$ cat src/rtl/wfg_pat_drive.sv
// Pattern driver downstream of the wfg core: steps through a window of pattern
// words on each core sync pulse and presents them on a valid/ready stream.
// Optional loop counter output enabled by defining WFG_PAT_DRIVE_LOOPCNT_EN.
module wfg_pat_drive #(
  parameter int CHANNELS = 8,
  parameter int DEPTH    = 16,
  localparam int IW      = (DEPTH > 1) ? $clog2(DEPTH) : 1
) (
  input  logic                      clk,
  input  logic                      rst_n,
  input  logic                      en_i,
  input  logic                      clr_i,
  input  logic [IW-1:0]             cfg_begin_i,
  input  logic [IW-1:0]             cfg_end_i,
  input  logic [DEPTH*CHANNELS-1:0] pattern_i,
  input  logic                      wfg_core_start_i,
  input  logic                      wfg_core_sync_i,
  input  logic                      wfg_core_active_i,
  output logic [CHANNELS-1:0]       pat_o,
  output logic                      valid_o,
  input  logic                      ready_i,
  output logic                      overrun_o,
  output logic                      active_o,
  output logic [IW-1:0]             idx_o
`ifdef WFG_PAT_DRIVE_LOOPCNT_EN
  ,
  output logic [15:0]               loop_cnt_o
`endif
);

  typedef enum logic [1:0] {IDLE, ARMED, RUN} state_t;

  state_t              state_q, state_d;
  logic [IW-1:0]       begin_q, begin_d;
  logic [IW-1:0]       end_q, end_d;
  logic [IW-1:0]       idx_q, idx_d;
  logic [CHANNELS-1:0] pat_q, pat_d;
  logic                valid_q, valid_d;
  logic                ovr_q, ovr_d;
  logic                step;
  logic                wrap;
`ifdef WFG_PAT_DRIVE_LOOPCNT_EN
  logic [15:0]         loop_q, loop_d;
`endif

  assign wrap = (idx_q == end_q);

  always_comb begin
    state_d = state_q;
    begin_d = begin_q;
    end_d   = end_q;
    idx_d   = idx_q;
    pat_d   = pat_q;
    valid_d = valid_q;
    ovr_d   = ovr_q;
    step    = 1'b0;
`ifdef WFG_PAT_DRIVE_LOOPCNT_EN
    loop_d  = loop_q;
`endif

    if (clr_i) ovr_d = 1'b0;
    if (valid_q && ready_i) valid_d = 1'b0;

    unique case (state_q)
      IDLE: begin
        if (en_i) begin
          state_d = ARMED;
          begin_d = cfg_begin_i;
          // A reversed window collapses to a single-word loop at begin.
          end_d   = (cfg_end_i < cfg_begin_i) ? cfg_begin_i : cfg_end_i;
          idx_d   = cfg_begin_i;
          ovr_d   = 1'b0;
`ifdef WFG_PAT_DRIVE_LOOPCNT_EN
          loop_d  = '0;
`endif
        end
      end
      ARMED: begin
        if (!en_i) begin
          state_d = IDLE;
        end else if (wfg_core_start_i && wfg_core_active_i) begin
          state_d = RUN;
          step    = wfg_core_sync_i;
        end
      end
      RUN: begin
        if (!en_i || !wfg_core_active_i) begin
          state_d = IDLE;
          valid_d = 1'b0;
        end else begin
          step = wfg_core_sync_i;
        end
      end
      default: state_d = IDLE;
    endcase

    // A load overrides both the handshake clear and a same-cycle clr_i.
    if (step) begin
      pat_d   = pattern_i[int'(idx_q)*CHANNELS +: CHANNELS];
      valid_d = 1'b1;
      idx_d   = wrap ? begin_q : idx_q + 1'b1;
      if (valid_q && !ready_i) ovr_d = 1'b1;
`ifdef WFG_PAT_DRIVE_LOOPCNT_EN
      if (wrap && (loop_q != '1)) loop_d = loop_q + 16'd1;
`endif
    end
  end

  always_ff @(posedge clk or negedge rst_n) begin
    if (!rst_n) begin
      state_q <= IDLE;
      begin_q <= '0;
      end_q   <= '0;
      idx_q   <= '0;
      pat_q   <= '0;
      valid_q <= 1'b0;
      ovr_q   <= 1'b0;
`ifdef WFG_PAT_DRIVE_LOOPCNT_EN
      loop_q  <= '0;
`endif
    end else begin
      state_q <= state_d;
      begin_q <= begin_d;
      end_q   <= end_d;
      idx_q   <= idx_d;
      pat_q   <= pat_d;
      valid_q <= valid_d;
      ovr_q   <= ovr_d;
`ifdef WFG_PAT_DRIVE_LOOPCNT_EN
      loop_q  <= loop_d;
`endif
    end
  end

  assign pat_o     = pat_q;
  assign valid_o   = valid_q;
  assign overrun_o = ovr_q;
  assign active_o  = (state_q == RUN);
  assign idx_o     = idx_q;
`ifdef WFG_PAT_DRIVE_LOOPCNT_EN
  assign loop_cnt_o = loop_q;
`endif

endmodule

$ cat config.mk
export PLATFORM = sky130hd
export DESIGN_NAME = wfg_pat_drive
export DESIGN_NICKNAME = d
export VERILOG_FILES = /design/src/rtl/wfg_pat_drive.sv
export SDC_FILE = /design/constraint.sdc
export NUM_CORES = 1
export LEC_CHECK = 0
export ABC_AREA = 1
export ABC_CLOCK_PERIOD_IN_PS = 2600
export BUFFER_PORTS_ARGS = -buffer_cell sky130_fd_sc_hd__buf_2
export CORE_ASPECT_RATIO = 1.75
export CORE_UTILIZATION = 50
export DETAILED_ROUTE_END_ITERATION = 16
export GPL_ROUTABILITY_DRIVEN = 0
export HOLD_SLACK_MARGIN = 0.03
export PLACE_DENSITY = 0.84
export SLEW_MARGIN = 5
export SYNTH_ARGS = -nofsm -noshare
export SYNTH_HDL_FRONTEND = slang
export SYNTH_SLANG_ARGS = --single-unit
export TNS_END_PERCENT = 10
$ cat constraint.sdc
create_clock -name clk -period 2.6 [get_ports clk]
set_clock_uncertainty 0.2 [all_clocks]
set_input_delay 0.39 -clock clk [delete_from_list [all_inputs] [get_ports clk]]
set_output_delay 0.39 -clock clk [all_outputs]
set_load 0.01 [all_outputs]
==> impl_metrics.env <==
export IMPL_status="finished clean"
export IMPL_seq_power_share_pct=19.8
export IMPL_cp_slowest_cell="buf_4"
export IMPL_ctsResizeCount=0
export IMPL_dp_hpwl_um=7192
export IMPL_synthAdderAreaFrac_pct=3.339
export IMPL_cts_sinks=24
export IMPL_mostFrequentLayoutCells="nand2_1, buf_2, inv_1"
export IMPL_synth_area_leader_cell="nand2_1"
export IMPL_hold_end="begin_q[0]"
export IMPL_start_util_pct=51.39
export IMPL_place_inst=777
export IMPL_required_ns=2.01
export IMPL_synthSimpleGateAreaFrac_pct=51.54
export IMPL_fin_crit_sh_pct=79.26
export IMPL_fp_row_count=37
export IMPL_path_buf_inv=2
export IMPL_max_freq_ghz=0.4852
export IMPL_synth_top_family_by_area="simple AND/OR/NAND/NOR gates"
export IMPL_grt_overflow_total=0
export IMPL_clock_latency_ns=0.27
export IMPL_grt_pass1_vias=3483
export IMPL_maxSlewViolCount=0
export IMPL_power_total_mw=3.391
export IMPL_crit_type="register to output port"
export IMPL_pwr_share_comb_pct=70.4
export IMPL_hold_depth=3
export IMPL_p_sw_mw=1.803
export IMPL_fin_tns_setup_ns=0
export IMPL_antenna_cells=0
export IMPL_synth_top_cell_area_share_pct=30.43
export IMPL_fp_dieW_um=60.54
export IMPL_arrival_ns=1.47
export IMPL_slowest_delay_ns=0.54
export IMPL_hp_class="input port to register"
export IMPL_area_delta_synth_final_pct=27.67
export IMPL_route_detailed_drc=0
export IMPL_finalSetupViolCount=0
export IMPL_grt_max_degree=70
export IMPL_syn_nets=717
export IMPL_vias=3836
export IMPL_p_clk_share_pct=9.7
export IMPL_synth_compound_area_share_pct=2.671
export IMPL_dr_pass1_iters=4
export IMPL_antenna_found_initial=0
export IMPL_crit_chain="buf_4 -> buf_2"
export IMPL_chipHeight_um=104.4
export IMPL_cts_tree="built"
export IMPL_port_buffers=158
export IMPL_maxSlewHeadroom_pct=56.33
export IMPL_syn_mean_instance_area_um2=5.306
export IMPL_grt_util_all_layers_pct=28.56
export IMPL_h_tree_depth=1
export IMPL_clkTransAtPathRegs_ns=0.08
export IMPL_routed_wl_um=9095
export IMPL_cts_inserted_buffers=3
export IMPL_internal_power_mw=1.588
export IMPL_clock_path_buffers=2
export IMPL_grt_pass1_wl_um=14350
export IMPL_min_period_ns=2.061
export IMPL_rrSetupSlack_ns=0.61
export IMPL_synth_mux_area_share_pct=0
export IMPL_reg2reg_depth=10
export IMPL_swShare_pct=53.18
export IMPL_die_area_mm2=0.006322
export IMPL_tightest_slew_ns=0.6550
export IMPL_ys_types=24
export IMPL_powerDensity_mw_per_mm2=886.0
export IMPL_synthTopCellsByArea="nand2_1, dfrtp_1, nand3_1, inv_1, ha_1"
export IMPL_ant_nets=0
export IMPL_r2r_start="idx_o[1]"
export IMPL_start_kind="register"
export IMPL_design_core_area_mm2=0.005833
export IMPL_cp_top_family="buffers and inverters"
export IMPL_syn_area_mm2=0.002998
export IMPL_crit_fanout=69
export IMPL_r2r_end="idx_o[3]"
export IMPL_synth_seq_cells=24
export IMPL_layoutNonFillerInstCount=782
export IMPL_pin_count=159
export IMPL_synthXorXnorAreaFrac_pct=0.8765
export IMPL_cp_end_kind="output port"
export IMPL_post_drt_wl_per_cell_um=11.63
export IMPL_ir_worst_vdd_mv=0.7113
export IMPL_yosysWarnings=0
export IMPL_rsz0062_at_grt="false"
export IMPL_drive_gt1_share_pct=25.28
export IMPL_ys_seq_area_share_pct=20.03
export IMPL_drtIter0Drc=339
export IMPL_hold_viol=0
export IMPL_fin_nets=857
export IMPL_p_leak_nw=2.588
export IMPL_netlist_instances=565
export IMPL_cap_violations=0
export IMPL_cts_root_buf="clkbuf_8"
export IMPL_hold_start="cfg_begin_i[0]"
export IMPL_final_common_cell="nand2_1"
export IMPL_avgViaCountPerCell=4.905
==> cells in the mapped netlist <==
library cell  instances
nor3_4                1
inv_2                 4
o21bai_1              1
nor2_1                5
ha_1                  8
nand2_2               3
a21oi_1               3
xor2_1                2
clkbuf_1              1
buf_6                 7
dfrtp_1              24
nor2_4                1
nand2_1             243
nand3_1             112
o21ai_1               2
inv_1               114
o21ai_0               8
buf_4                 3
nand3b_1              1
xnor2_1               1
clkinv_1              1
o211ai_1              1
buf_2                18
buf_1                 1
==> worst max path at each step <==
| stage | start | to | slack (ns) | cells after the start |
|---|---|---|---|---|
| finish | idx_o[0] | idx_o[0] | 0.54 | 2 |
| detailed placement | idx_o[1] | idx_o[2] | 0.64 | 9 |
| global route | state_q[1] | idx_o[0] | 0.46 | 8 |
| CTS | idx_o[0] | idx_o[0] | 0.57 | 2 |
| floorplan | state_q[0] | pat_o[0] | 0.98 | 8 |
| global placement | idx_o[0] | pat_o[4] | 0.73 | 8 |
==> worst min-delay path, stage by stage <==
cell and delay, ns:
buf_2 0.09, nand2_1 0.07, nand2_1 0.06
==> stage by stage <==
stage	hold slack (ns)	instance area, µm²	utilization [%]	setup WS [ns]
floorplan	-0.1056	2998	-	0.9829
global placement	0.1898	3746	64.22	0.7273
detailed placement	0.1937	3746	64.22	0.6387
CTS	0.1756	3827	65.62	0.5656
global route	0.1787	3827	65.62	0.4564
finish	0.1754	3827	65.62	0.5391
==> power by group through the flow <==
stage | registers, mW | clock network [mW] | logic (mW)
after floorplan | 0.654 | 0 | 1.86
after global placement | 0.671 | 0 | 2.32
after detailed placement | 0.680 | 0 | 2.37
after CTS | 0.672 | 0.327 | 2.39
after global routing | 0.690 | 0.343 | 2.70
final | 0.673 | 0.330 | 2.39
==> routing by layer <==
metal  vias to the layer above  global-route usage, %  wire length (µm)
met1                      1691                  32.60              3418
met3                        25                  1.368               510
met2                       152                  52.20              4874
li1                       1968                      -                 -
met5                         -                      0                 0
met4                         0                  11.69               291
==> area by class of cell <==
cell class	instances	area, µm²
clock buffer	3	41.29
clock inverter	1	30.03
fill	599	2006
inverter	119	446.7
multi-input combinational	392	1752
sequential	24	601.8
tap	78	97.59
timing repair buffer	165	858.3
==> repair_timing <==
item	CTS	global route
hold buffers	1	0
setup endpoints to repair	0	0
endpoints found under the hold margin	24	0
buffers inserted	0	0
==> logic make-up (layout without fill, tap and decap cells) <==
group                      Yosys count  count (layout)
AOI/OAI and AO/OA                   15              15
xor gates and xnor gates             3               3
adders and majority gates            8               8
buffers and inverters              149             288
DFF                                 24              24
and+or+nand+nor                    366             366
==> flip-flops by register name, indices dropped and copies added, names as in the netlist <==
| register | cells |
|---|---|
| idx_o | 4 |
| valid_o | 1 |
| pat_o | 8 |
| end_q | 4 |
| state_q | 2 |
| begin_q | 4 |
| overrun_o | 1 |
No activity file was read; power rests on OpenSTA's default activity.
